<file path="config.mk">
export PLATFORM = sky130hd
export DESIGN_NAME = change_dispenser
export DESIGN_NICKNAME = d
export VERILOG_FILES = /design/src/rtl/change_dispenser.sv
export SDC_FILE = /design/constraint.sdc
export NUM_CORES = 1
export LEC_CHECK = 0
export BUFFER_PORTS_ARGS = -buffer_cell sky130_fd_sc_hd__buf_2
export CAP_MARGIN = 25
export CORE_UTILIZATION = 30
export DETAILED_ROUTE_END_ITERATION = 16
export SYNTH_ARGS = -nofsm -noshare
export SYNTH_HDL_FRONTEND = slang
export SYNTH_SLANG_ARGS = --single-unit
</file>
<file path="constraint.sdc">
create_clock -name clk -period 2.9 [get_ports clk]
set_input_delay 0.435 -clock clk [delete_from_list [all_inputs] [get_ports clk]]
set_output_delay 0.435 -clock clk [all_outputs]
set_load 0.03 [all_outputs]
</file>
<file path="src/rtl/change_dispenser.sv">
// Change dispenser: pays a rupee amount as 20/10/5 coins (largest coin first),
// one hopper request at a time, tracking per-denomination stock.
// An unpayable remainder or a hopper that never acknowledges parks the block
// in FAULT until fault_clr.
module change_dispenser #(
  parameter logic [7:0] STOCK_INIT  = 8'd20,
  parameter int         ACK_TIMEOUT = 16
) (
  input  logic       clk,
  input  logic       reset,
  input  logic       change_valid,
  input  logic [7:0] change_amt,
  output logic       change_ready,
  input  logic       coin_ack,
  output logic       coin20,
  output logic       coin10,
  output logic       coin05,
  input  logic       refill,
  input  logic [1:0] refill_sel,
  input  logic [7:0] refill_cnt,
  output logic [7:0] stock20,
  output logic [7:0] stock10,
  output logic [7:0] stock05,
  output logic       done,
  output logic       fault,
  output logic [7:0] short_amt,
  input  logic       fault_clr
);

  // The wait counter only has to reach ACK_TIMEOUT-1.
  localparam int WAIT_W = (ACK_TIMEOUT < 2) ? 1 : $clog2(ACK_TIMEOUT);
  localparam logic [WAIT_W-1:0] WAIT_LAST = WAIT_W'(ACK_TIMEOUT - 1);

  typedef enum logic [2:0] {
    S_IDLE   = 3'd0,
    S_SELECT = 3'd1,
    S_ISSUE  = 3'd2,
    S_DONE   = 3'd3,
    S_FAULT  = 3'd4
  } state_t;

  state_t            state;
  logic [7:0]        remaining;
  logic [7:0]        coin_val;
  logic [WAIT_W-1:0] wait_cnt;
  logic [7:0]        pick_val;
  logic [2:0]        pick_coin;
  logic              refill_ok;

  // Add coins to a stock counter, clamping at 255 instead of wrapping.
  function automatic logic [7:0] sat_add(input logic [7:0] a, input logic [7:0] b);
    logic [8:0] sum;
    sum = {1'b0, a} + {1'b0, b};
    if (sum[8]) begin
      return 8'hFF;
    end else begin
      return sum[7:0];
    end
  endfunction

  // Choose the largest coin that fits the remainder and is still in stock.
  always_comb begin
    pick_val  = 8'd0;
    pick_coin = 3'b000;
    if ((remaining >= 8'd20) && (stock20 != 8'd0)) begin
      pick_val  = 8'd20;
      pick_coin = 3'b100;
    end else if ((remaining >= 8'd10) && (stock10 != 8'd0)) begin
      pick_val  = 8'd10;
      pick_coin = 3'b010;
    end else if ((remaining >= 8'd5) && (stock05 != 8'd0)) begin
      pick_val  = 8'd5;
      pick_coin = 3'b001;
    end else begin
      pick_val  = 8'd0;
      pick_coin = 3'b000;
    end
  end

  // Refills are only honoured while no coin is in flight.
  always_comb begin
    if (refill && ((state == S_IDLE) || (state == S_FAULT))) begin
      refill_ok = 1'b1;
    end else begin
      refill_ok = 1'b0;
    end
  end

  // Payout state machine with all outputs registered.
  always_ff @(posedge clk) begin
    if (!reset) begin
      state        <= S_IDLE;
      remaining    <= 8'd0;
      coin_val     <= 8'd0;
      wait_cnt     <= '0;
      coin20       <= 1'b0;
      coin10       <= 1'b0;
      coin05       <= 1'b0;
      done         <= 1'b0;
      fault        <= 1'b0;
      short_amt    <= 8'd0;
      change_ready <= 1'b1;
      stock20      <= STOCK_INIT;
      stock10      <= STOCK_INIT;
      stock05      <= STOCK_INIT;
    end else begin
      // Refill is exclusive with ISSUE, so it never collides with a decrement.
      if (refill_ok) begin
        case (refill_sel)
          2'd0:    stock05 <= sat_add(stock05, refill_cnt);
          2'd1:    stock10 <= sat_add(stock10, refill_cnt);
          2'd2:    stock20 <= sat_add(stock20, refill_cnt);
          default: ;
        endcase
      end

      case (state)
        S_IDLE: begin
          if (change_valid) begin
            remaining    <= change_amt;
            change_ready <= 1'b0;
            state        <= S_SELECT;
          end
        end

        S_SELECT: begin
          if (remaining == 8'd0) begin
            done  <= 1'b1;
            state <= S_DONE;
          end else if (pick_coin != 3'b000) begin
            {coin20, coin10, coin05} <= pick_coin;
            coin_val <= pick_val;
            wait_cnt <= '0;
            state    <= S_ISSUE;
          end else begin
            fault     <= 1'b1;
            short_amt <= remaining;
            state     <= S_FAULT;
          end
        end

        S_ISSUE: begin
          if (coin_ack) begin
            // coin_val <= remaining was guaranteed at selection time.
            remaining <= remaining - coin_val;
            if (coin20) begin
              stock20 <= stock20 - 8'd1;
            end else if (coin10) begin
              stock10 <= stock10 - 8'd1;
            end else if (coin05) begin
              stock05 <= stock05 - 8'd1;
            end
            {coin20, coin10, coin05} <= 3'b000;
            state <= S_SELECT;
          end else if (wait_cnt == WAIT_LAST) begin
            // Hopper never answered: nothing was paid for this request.
            {coin20, coin10, coin05} <= 3'b000;
            fault     <= 1'b1;
            short_amt <= remaining;
            state     <= S_FAULT;
          end else begin
            wait_cnt <= wait_cnt + WAIT_W'(1);
          end
        end

        S_DONE: begin
          done         <= 1'b0;
          change_ready <= 1'b1;
          state        <= S_IDLE;
        end

        S_FAULT: begin
          if (fault_clr) begin
            remaining    <= 8'd0;
            fault        <= 1'b0;
            short_amt    <= 8'd0;
            change_ready <= 1'b1;
            state        <= S_IDLE;
          end
        end

        default: begin
          {coin20, coin10, coin05} <= 3'b000;
          remaining    <= 8'd0;
          done         <= 1'b0;
          fault        <= 1'b0;
          short_amt    <= 8'd0;
          change_ready <= 1'b1;
          state        <= S_IDLE;
        end
      endcase
    end
  end

endmodule
</file>
### Word-level counts from Yosys, hierarchy flattened

Index checks and enable logic that the tools add are counted.

* bits in registers: 61

* add/sub/neg operators: 8
* $lt $le $gt $ge: 3
* equality and inequality tests: 18
* muxes and demuxes: 71
* bitwise operators: 6
* reduce and logical (&&, ||, !) cells: 26

Operators with widths (number)
* 8-bit two-way mux: 28
* 8-bit one-hot mux with 4 select lines: 2
* 8-bit by 8-bit adder with 9-bit output: 3
* 3-bit two-way mux: 8
* 8-bit nonzero test: 3
* 8-bit by 1-bit subtractor with 8-bit output, second input constant: 3
* 4-bit two-way mux: 5
* 2-bit != test, second input constant: 10
* 1-bit two-way mux: 18
* 1-bit one-hot mux with 3 select lines: 4
* 3-bit one-hot mux with 4 select lines: 1
* 3-bit AND reduction: 3
* 8-bit by 3-bit greater-or-equal comparator with 1-bit output, second input constant: 1
* 8-bit by 4-bit greater-or-equal comparator with 1-bit output, second input constant: 1
* 8-bit by 5-bit greater-or-equal comparator with 1-bit output, second input constant: 1
* 8-bit zero test: 1
* 4-bit one-hot mux with 2 select lines: 1
* 4-bit AND reduction: 2
* 8-bit subtractor: 1
* 3-bit by 2-bit == test with 1-bit output, second input constant: 2
* 1-bit inverter: 6
* 6-bit AND reduction: 1
* 2-bit OR reduction: 3
* 3-bit OR reduction: 2
* other kinds (19): 22

### Depth between registers and ports, before layout

Gate-level depths: netlist of the first run.

* depth in word-level cells: 10
* depth in mapped cells: 10
* depth with buffers taken out: 10

### Worst setup path after synthesis of the first run

No wires, ideal clock.

* path type: register to register
* from: register stock10[0]
* to: register stock10[4]
* library setup time: 129 ps
* arrival time: 2301 ps
* required time: 2771 ps
* slack: 470 ps
* cell stages (with the launch flop): 10
* path buffers: 1
* clock period less this slack: 2430 ps
* path through: dfxtp_1 ha_1 fa_1 a21o_1 a21oi_1 o31ai_1 or3_1 clkbuf_1 o221ai_1 nand2_1

* word-level cells in the longest chain between the ends: 8

Ends and longest elaborated chain
* start, declared: RTL line 22 `output logic [7:0] stock10,`
* start signal, assigned: RTL line 111 `2'd1: stock10 <= sat_add(stock10, refill_cnt);`
* start signal, assigned: RTL line 149 `stock10 <= stock10 - 8'd1;`
* 8-bit by 8-bit adder with 9-bit output: RTL line 53 `sum = {1'b0, a} + {1'b0, b};`
* 8-bit two-way mux: RTL line 54 `if (sum[8]) begin`
* 8-bit two-way mux: RTL line 109 `case (refill_sel)`
* 8-bit two-way mux: RTL line 108 `if (refill_ok) begin`
* 8-bit two-way mux: RTL line 148 `end else if (coin10) begin`
* 8-bit two-way mux: RTL line 146 `if (coin20) begin`
* 8-bit two-way mux: RTL line 143 `if (coin_ack) begin`
* 8-bit two-way mux *: RTL line 117 `case (state)`

Every way passes the cells marked *; elsewhere a longest branch is shown, timed or not.
A chain may end at the register's enable or synchronous reset.

### Worst setup path in the final report of the first run

* from: register stock05[1]
* to: register wait_cnt[3]

* word-level cells in the longest chain between the ends: 8

Ends and longest elaborated chain
* start, declared: RTL line 23 `output logic [7:0] stock05,`
* start signal, assigned: RTL line 110 `2'd0: stock05 <= sat_add(stock05, refill_cnt);`
* start signal, assigned: RTL line 151 `stock05 <= stock05 - 8'd1;`
* 8-bit nonzero test: RTL line 71 `end else if ((remaining >= 8'd5) && (stock05 != 8'd0)) begin`
* 1-bit logical AND: RTL line 71
* 1-bit two-way mux: RTL line 71
* 2-bit two-way mux: RTL line 68 `end else if ((remaining >= 8'd10) && (stock10 != 8'd0)) begin`
* 3-bit two-way mux: RTL line 65 `if ((remaining >= 8'd20) && (stock20 != 8'd0)) begin`
* 3-bit nonzero test: RTL line 130 `end else if (pick_coin != 3'b000) begin`
* 2-bit != test (no source line)
* 5-bit AND reduction (no source line)
* end signal, assigned: RTL line 162 `wait_cnt <= wait_cnt + WAIT_W'(1);`
* end, declared: RTL line 45 `logic [WAIT_W-1:0] wait_cnt;`

No other way between the ends.

==> results of run 1 <==
==> registers in the layout (all words and copies together), names as in the netlist, 3 cells and up <==
| register | count |
|---|---|
| remaining | 8 |
| short_amt | 8 |
| stock05 | 8 |
| stock10 | 8 |
| stock20 | 8 |
| coin_val | 4 |
| wait_cnt | 4 |
| state | 3 |
==> power breakdown <==
group | switching, mW | internal (mW) | total, mW
registers | 0.230 | 0.926 | 1.16
clock network | 0.383 | 0.927 | 1.31
logic | 1.08 | 0.755 | 1.83
==> metrics by stage <==
stage,instance area [um2],setup slack (ps)
finish,4990,408.2
global route,4990,175.6
CTS,4990,427.2
detailed placement,4629,380.9
global placement,4629,448.4
floorplan,4140,469.9
==> tightest hold or removal path, delay by kind of cell <==
kind / cells / cell delay (ps)
AOI/OAI and AO/OA: 1 / 90
muxes: 1 / 60
buffers and inverters: 1 / 80
==> logic make-up after synthesis <==
kind of cell | Yosys count | synth area share [%]
buf+inv | 39 | 4.231
fa+ha+maj | 37 | 11.91
xor+xnor | 25 | 5.289
compound gates | 153 | 25.42
mux | 11 | 2.720
simple gates | 184 | 22.88
flops | 57 | 27.56
==> cells in the final DEF, fill, tap and decap left out, drive strengths merged, types with 5 or more instances in the layout <==
cell type,n
nor2,60
o211ai,5
mux2i,9
o221ai,8
nand2,40
a2111oi,5
nor2b,7
ha,33
xor2,11
inv,21
a21oi,39
nor4,6
o21ai,23
xnor2,14
and2,5
nand3,11
o22ai,7
or3,6
a211oi,8
buf,69
nor3,21
dfxtp,57
a22o,8
clkbuf,11
o21a,9
a21o,8
==> final timing paths <==
check	from	endpoint	slack, ps
hold reg to reg	fault$_SDFFE_PN0P_	fault$_SDFFE_PN0P_	460
setup reg to reg	stock05[1]$_SDFF_PN0_	wait_cnt[3]$_SDFFE_PN0P_	410
hold / removal	change_amt[4]	remaining[4]$_SDFFE_PN0P_	390
setup / recovery	stock05[1]$_SDFF_PN0_	wait_cnt[3]$_SDFFE_PN0P_	410
==> final cells by class <==
| cell class | count | share of cell area (%) |
|---|---|---|
| Multi-Input combinational cell | 410 | 56.59 |
| Inverter | 21 | 1.580 |
| Clock buffer | 11 | 4.664 |
| Timing Repair Buffer | 69 | 7.322 |
| Sequential cell | 57 | 22.87 |
| Clock inverter | 5 | 2.558 |
| Tap cell | 176 | 4.413 |
==> cell usage after synthesis, drive strengths merged (9+ instances only) <==
| cell type | instances |
|---|---|
| nor3 | 21 |
| dfxtp | 57 |
| nor2 | 60 |
| a21oi | 39 |
| mux2i | 9 |
| xnor2 | 14 |
| ha | 33 |
| xor2 | 11 |
| o21a | 9 |
| o21ai | 23 |
| buf | 10 |
| nand3 | 11 |
| inv | 21 |
| nand2 | 40 |
==> metal layers <==
metal  up-vias  routed length (um)  track usage [%]
met5         -                   0                0
met1      1879                5712            23.21
li1       2001                   -                -
met4         0                  75            5.156
met3         6                 605            3.736
met2        97                5259            27.06
==> flow_summary.json, run 1 <==
{
  "outcome": "completed",
  "clock_path_buffers": 2,
  "peakVddDrop_uv": 361.9,
  "cts_hold_buf": 0,
  "period_share_pct": 85.92,
  "diodes": 0,
  "cp_cell_sequence": "inv_1 > ha_1 > nor3b_1 > nand3_1 > a211oi_2 > or2_1 > nand2_1 > nor2_1",
  "final_antenna_net_count": 0,
  "clkSinkCount": 57,
  "stdcell_count": 749,
  "yosys.area.top_type": "dfxtp_1",
  "syn_area_per_cell_um2": 8.182,
  "hold_viol": 0,
  "synth_area_leaders": "dfxtp_1, ha_1, nor2_1",
  "placed_cells": 733,
  "drtIter0Drc": 209,
  "grt_overflow": 0,
  "path_clk_slew_ps": 60,
  "fin_util_pct": 37.38,
  "synth_fp_nets": 567,
  "routed_wl_mm": 11.65,
  "crit_type": "register to register",
  "rr_worst_depth": 8,
  "cts_resized": 0,
  "path_depth": 8,
  "slowest_stage": "nor3b_1",
  "worst_slew_pin_slew_ps": 800.4,
  "finalSetupViolCount": 0,
  "multi_input_area_mm2": 0.002824,
  "cpPeakStageDelay_ps": 510,
  "cts_tree": "done",
  "dieHeight_um": 119.5,
  "crit_fanout": 7,
  "power_density_mw_per_mm2": 861.1,
  "synth.distinct_cells": 71,
  "drcViolationCount": 0,
  "dieArea_mm2": 0.01427,
  "fp-row-count": 42,
  "power_leakage_nw": 2.042,
  "start_util_pct": 31.02,
  "async_flop_share_pct": 0,
  "cp_top_family": "simple AND/OR/NAND/NOR gates",
  "place_hpwl_mm": 8.982,
  "io_buffers": 61,
  "seq_area_mm2": 0.001141,
  "nets": 629,
  "rsz0062_at_grt": "false",
  "postCtsSetupBuffers": 0,
  "synth_top_area_share_pct": 27.56,
  "grt.total_usage_pct": 17.15,
  "grt_pass1_vias": 3994,
  "end_kind": "register",
  "hp-class": "input port to register",
  "num_vias": 3983,
  "holdPathStages": 3,
  "fmax_mhz": 401.3,
  "synth_enable_flop_cells": 0,
  "drive_above_1_share_pct": 17.45,
  "viasPerCell": 5.318,
  "first_pass_iters": 5,
  "antenna_found_initial": 0,
  "cap_violations": 0,
  "grt_pass1_wl_mm": 19.67,
  "synth_ff_type": "dfxtp_1",
  "holdWs_ps": 386.1,
  "areaGrowthSynthToFinish_pct": 20.52,
  "die_w_um": 119.5,
  "cp.arrival_ps": 2750,
  "synth_warnings": 0,
  "clk_latency_ps": 320,
  "wl_per_cell_um": 15.56,
  "cts-root-buf": "clkbuf_16",
  "synth_seq_cells": 57,
  "pin_count": 62,
  "skew_ps": 4.420,
  "crit_required_ps": 3160,
  "total_power_mw": 4.297,
  "synthCells": 506,
  "cp-start-kind": "register",
  "setup_tns_ps": 0,
  "grt_max_degree": 24,
  "core_area_mm2": 0.01335,
  "final_max_slew_viol_count": 0,
  "numCtsBuffers": 9,
  "nFillCells": 1432,
  "cp_num_buf_inv": 1,
  "synth.cell_area_mm2": 0.004140,
  "seq_area_frac_synth_pct": 27.56,
  "fin_crit_ps": 2492,
  "slew-limit-headroom_pct": 46.64,
  "htreeDepth": 3,
  "gp_congestion": 0.8734
}
(Power assumes the default switching activity.)
==> inputs of run 2 (changes only) <==
Settings changed: GPL_TIMING_DRIVEN set to 0, PLACE_DENSITY set to 0.53.
==> flow_summary.json, run 2 (synthesis gave the netlist of run 1 again) <==
{
  "total_power_mw": 4.179,
  "io_buffers": 60,
  "hp-class": "input port to register",
  "dieHeight_um": 119.5,
  "first_pass_iters": 5,
  "clock_path_buffers": 2,
  "p_int_mw": 2.438,
  "drtIter0Drc": 219,
  "antenna_found_initial": 0,
  "power_density_mw_per_mm2": 839.2,
  "final_antenna_net_count": 0,
  "wl_per_cell_um": 16.30,
  "dr_wl_met2_mm": 5.794,
  "cap_violations": 0,
  "dp_slack_ps": 132.2,
  "peakVddDrop_uv": 402.2,
  "cts_resized": 0,
  "outcome": "completed",
  "nets": 638,
  "grt_pass1_wl_mm": 20.07,
  "combPwrFrac_pct": 45.6,
  "num_vias": 4022,
  "dieArea_mm2": 0.01427,
  "crit_fanout": 6,
  "grt.total_usage_pct": 17.88,
  "pin_count": 62,
  "grt_overflow": 0,
  "rsz0062_at_grt": "false",
  "routed_wl_mm": 12.36,
  "numCtsBuffers": 9,
  "fp-row-count": 42,
  "skew_ps": 5.244,
  "routed-wl-met3_um": 492,
  "drive_above_1_share_pct": 17.53,
  "final_cell_mix": "buf_2, nor2_1, dfxtp_1",
  "setup_ws_ps": 338.0,
  "cts_hold_buf": 0,
  "htreeDepth": 3,
  "worst_slew_pin_slew_ps": 859.3,
  "crit_required_ps": 3090,
  "grt_pass1_vias": 3904,
  "nFillCells": 1407,
  "clkSinkCount": 57,
  "core_area_mm2": 0.01335,
  "p_sw_share_pct": 41.65,
  "die_w_um": 119.5,
  "viasPerCell": 5.306,
  "areaGrowthSynthToFinish_pct": 20.28,
  "drcViolationCount": 0,
  "place_hpwl_mm": 9.499,
  "cp.arrival_ps": 2750,
  "end_kind": "register",
  "final_max_slew_viol_count": 0,
  "crit_type": "register to register",
  "grt_max_degree": 12,
  "clk_latency_ps": 330,
  "cts-root-buf": "clkbuf_16",
  "place_area_mm2": 0.004661,
  "gp_congestion": 0.8647,
  "fin_crit_ps": 2562,
  "slew-limit-headroom_pct": 42.71,
  "diodes": 0,
  "setup_tns_ps": 0,
  "cp-start-kind": "register",
  "final_area_mm2": 0.004980,
  "period_share_pct": 88.34,
  "postCtsSetupBuffers": 0,
  "seqPwrFrac_pct": 26.7,
  "finalSetupViolCount": 0,
  "seq_area_mm2": 0.001141,
  "p_sw_mw": 1.741,
  "hold_viol": 0,
  "power.share.clock_pct": 27.7,
  "final_common_cell": "buf_2",
  "cts_tree": "done",
  "fmax_mhz": 390.3,
  "path_clk_slew_ps": 60,
  "power_leakage_nw": 2.039,
  "multi_input_area_mm2": 0.002824,
  "wl_met1_mm": 5.875,
  "top_layer_used": "met4",
  "start_util_pct": 31.02
}
## run 2: path summary, 6_finish.rpt
kind                    startpoint                        end  slack, ps  depth (start not counted)
max          stock10[0]$_SDFF_PN0_      stock10[4]$_SDFF_PN1_        340                          9
min                  change_amt[4]  remaining[4]$_SDFFE_PN0P_        390                          3
max reg2reg  stock10[0]$_SDFF_PN0_      stock10[4]$_SDFF_PN1_        340                          9
min reg2reg     fault$_SDFFE_PN0P_         fault$_SDFFE_PN0P_        450                          1
## run 2: power groups by stage
stage,Sequential [mW],Combinational (mW),Clock (mW)
6_report,1.11,1.91,1.16
5_1_grt,1.15,2.11,1.21
4_1_cts,1.12,1.90,1.18
3_5_place_dp,1.13,1.88,0
3_3_place_gp,1.13,1.86,0
2_1_floorplan,1.22,1.33,0
## run 2: final cells by class
class	instances	area share [%]
inverter	21	1.583
clock buffer	9	4.523
buffer	18	1.935
clock inverter	7	1.884
tap	176	4.422
sequential	57	22.91
timing repair buffer	60	6.030
multi-input combinational	410	56.71
## run 2: critical path, cell delays in order (launching register included)
cell and delay (ps):
dfxtp_1 360, ha_1 230, fa_1 400, a21o_1 190, a21oi_1 340, o31ai_1 160
or3_1 310, clkbuf_1 180, o221ai_1 190, nand2_1 70
## run 2: per-layer routing
layer / global-route usage [%] / vias up
li1: - / 2029
met2: 29.34 / 85
met3: 3.448 / 13
met1: 23.41 / 1895
met4: 5.781 / 0
met5: 0 / -
## run 2: per-stage QoR
step           hold slack [ps]  util [%]  cells
2_1_floorplan            436.3         -    506
3_3_place_gp             440.0     34.92    742
3_5_place_dp             438.8     34.92    742
4_1_cts                  380.7     37.31    758
5_1_grt                  384.8     37.31    758
6_report                 388.5     37.31    758
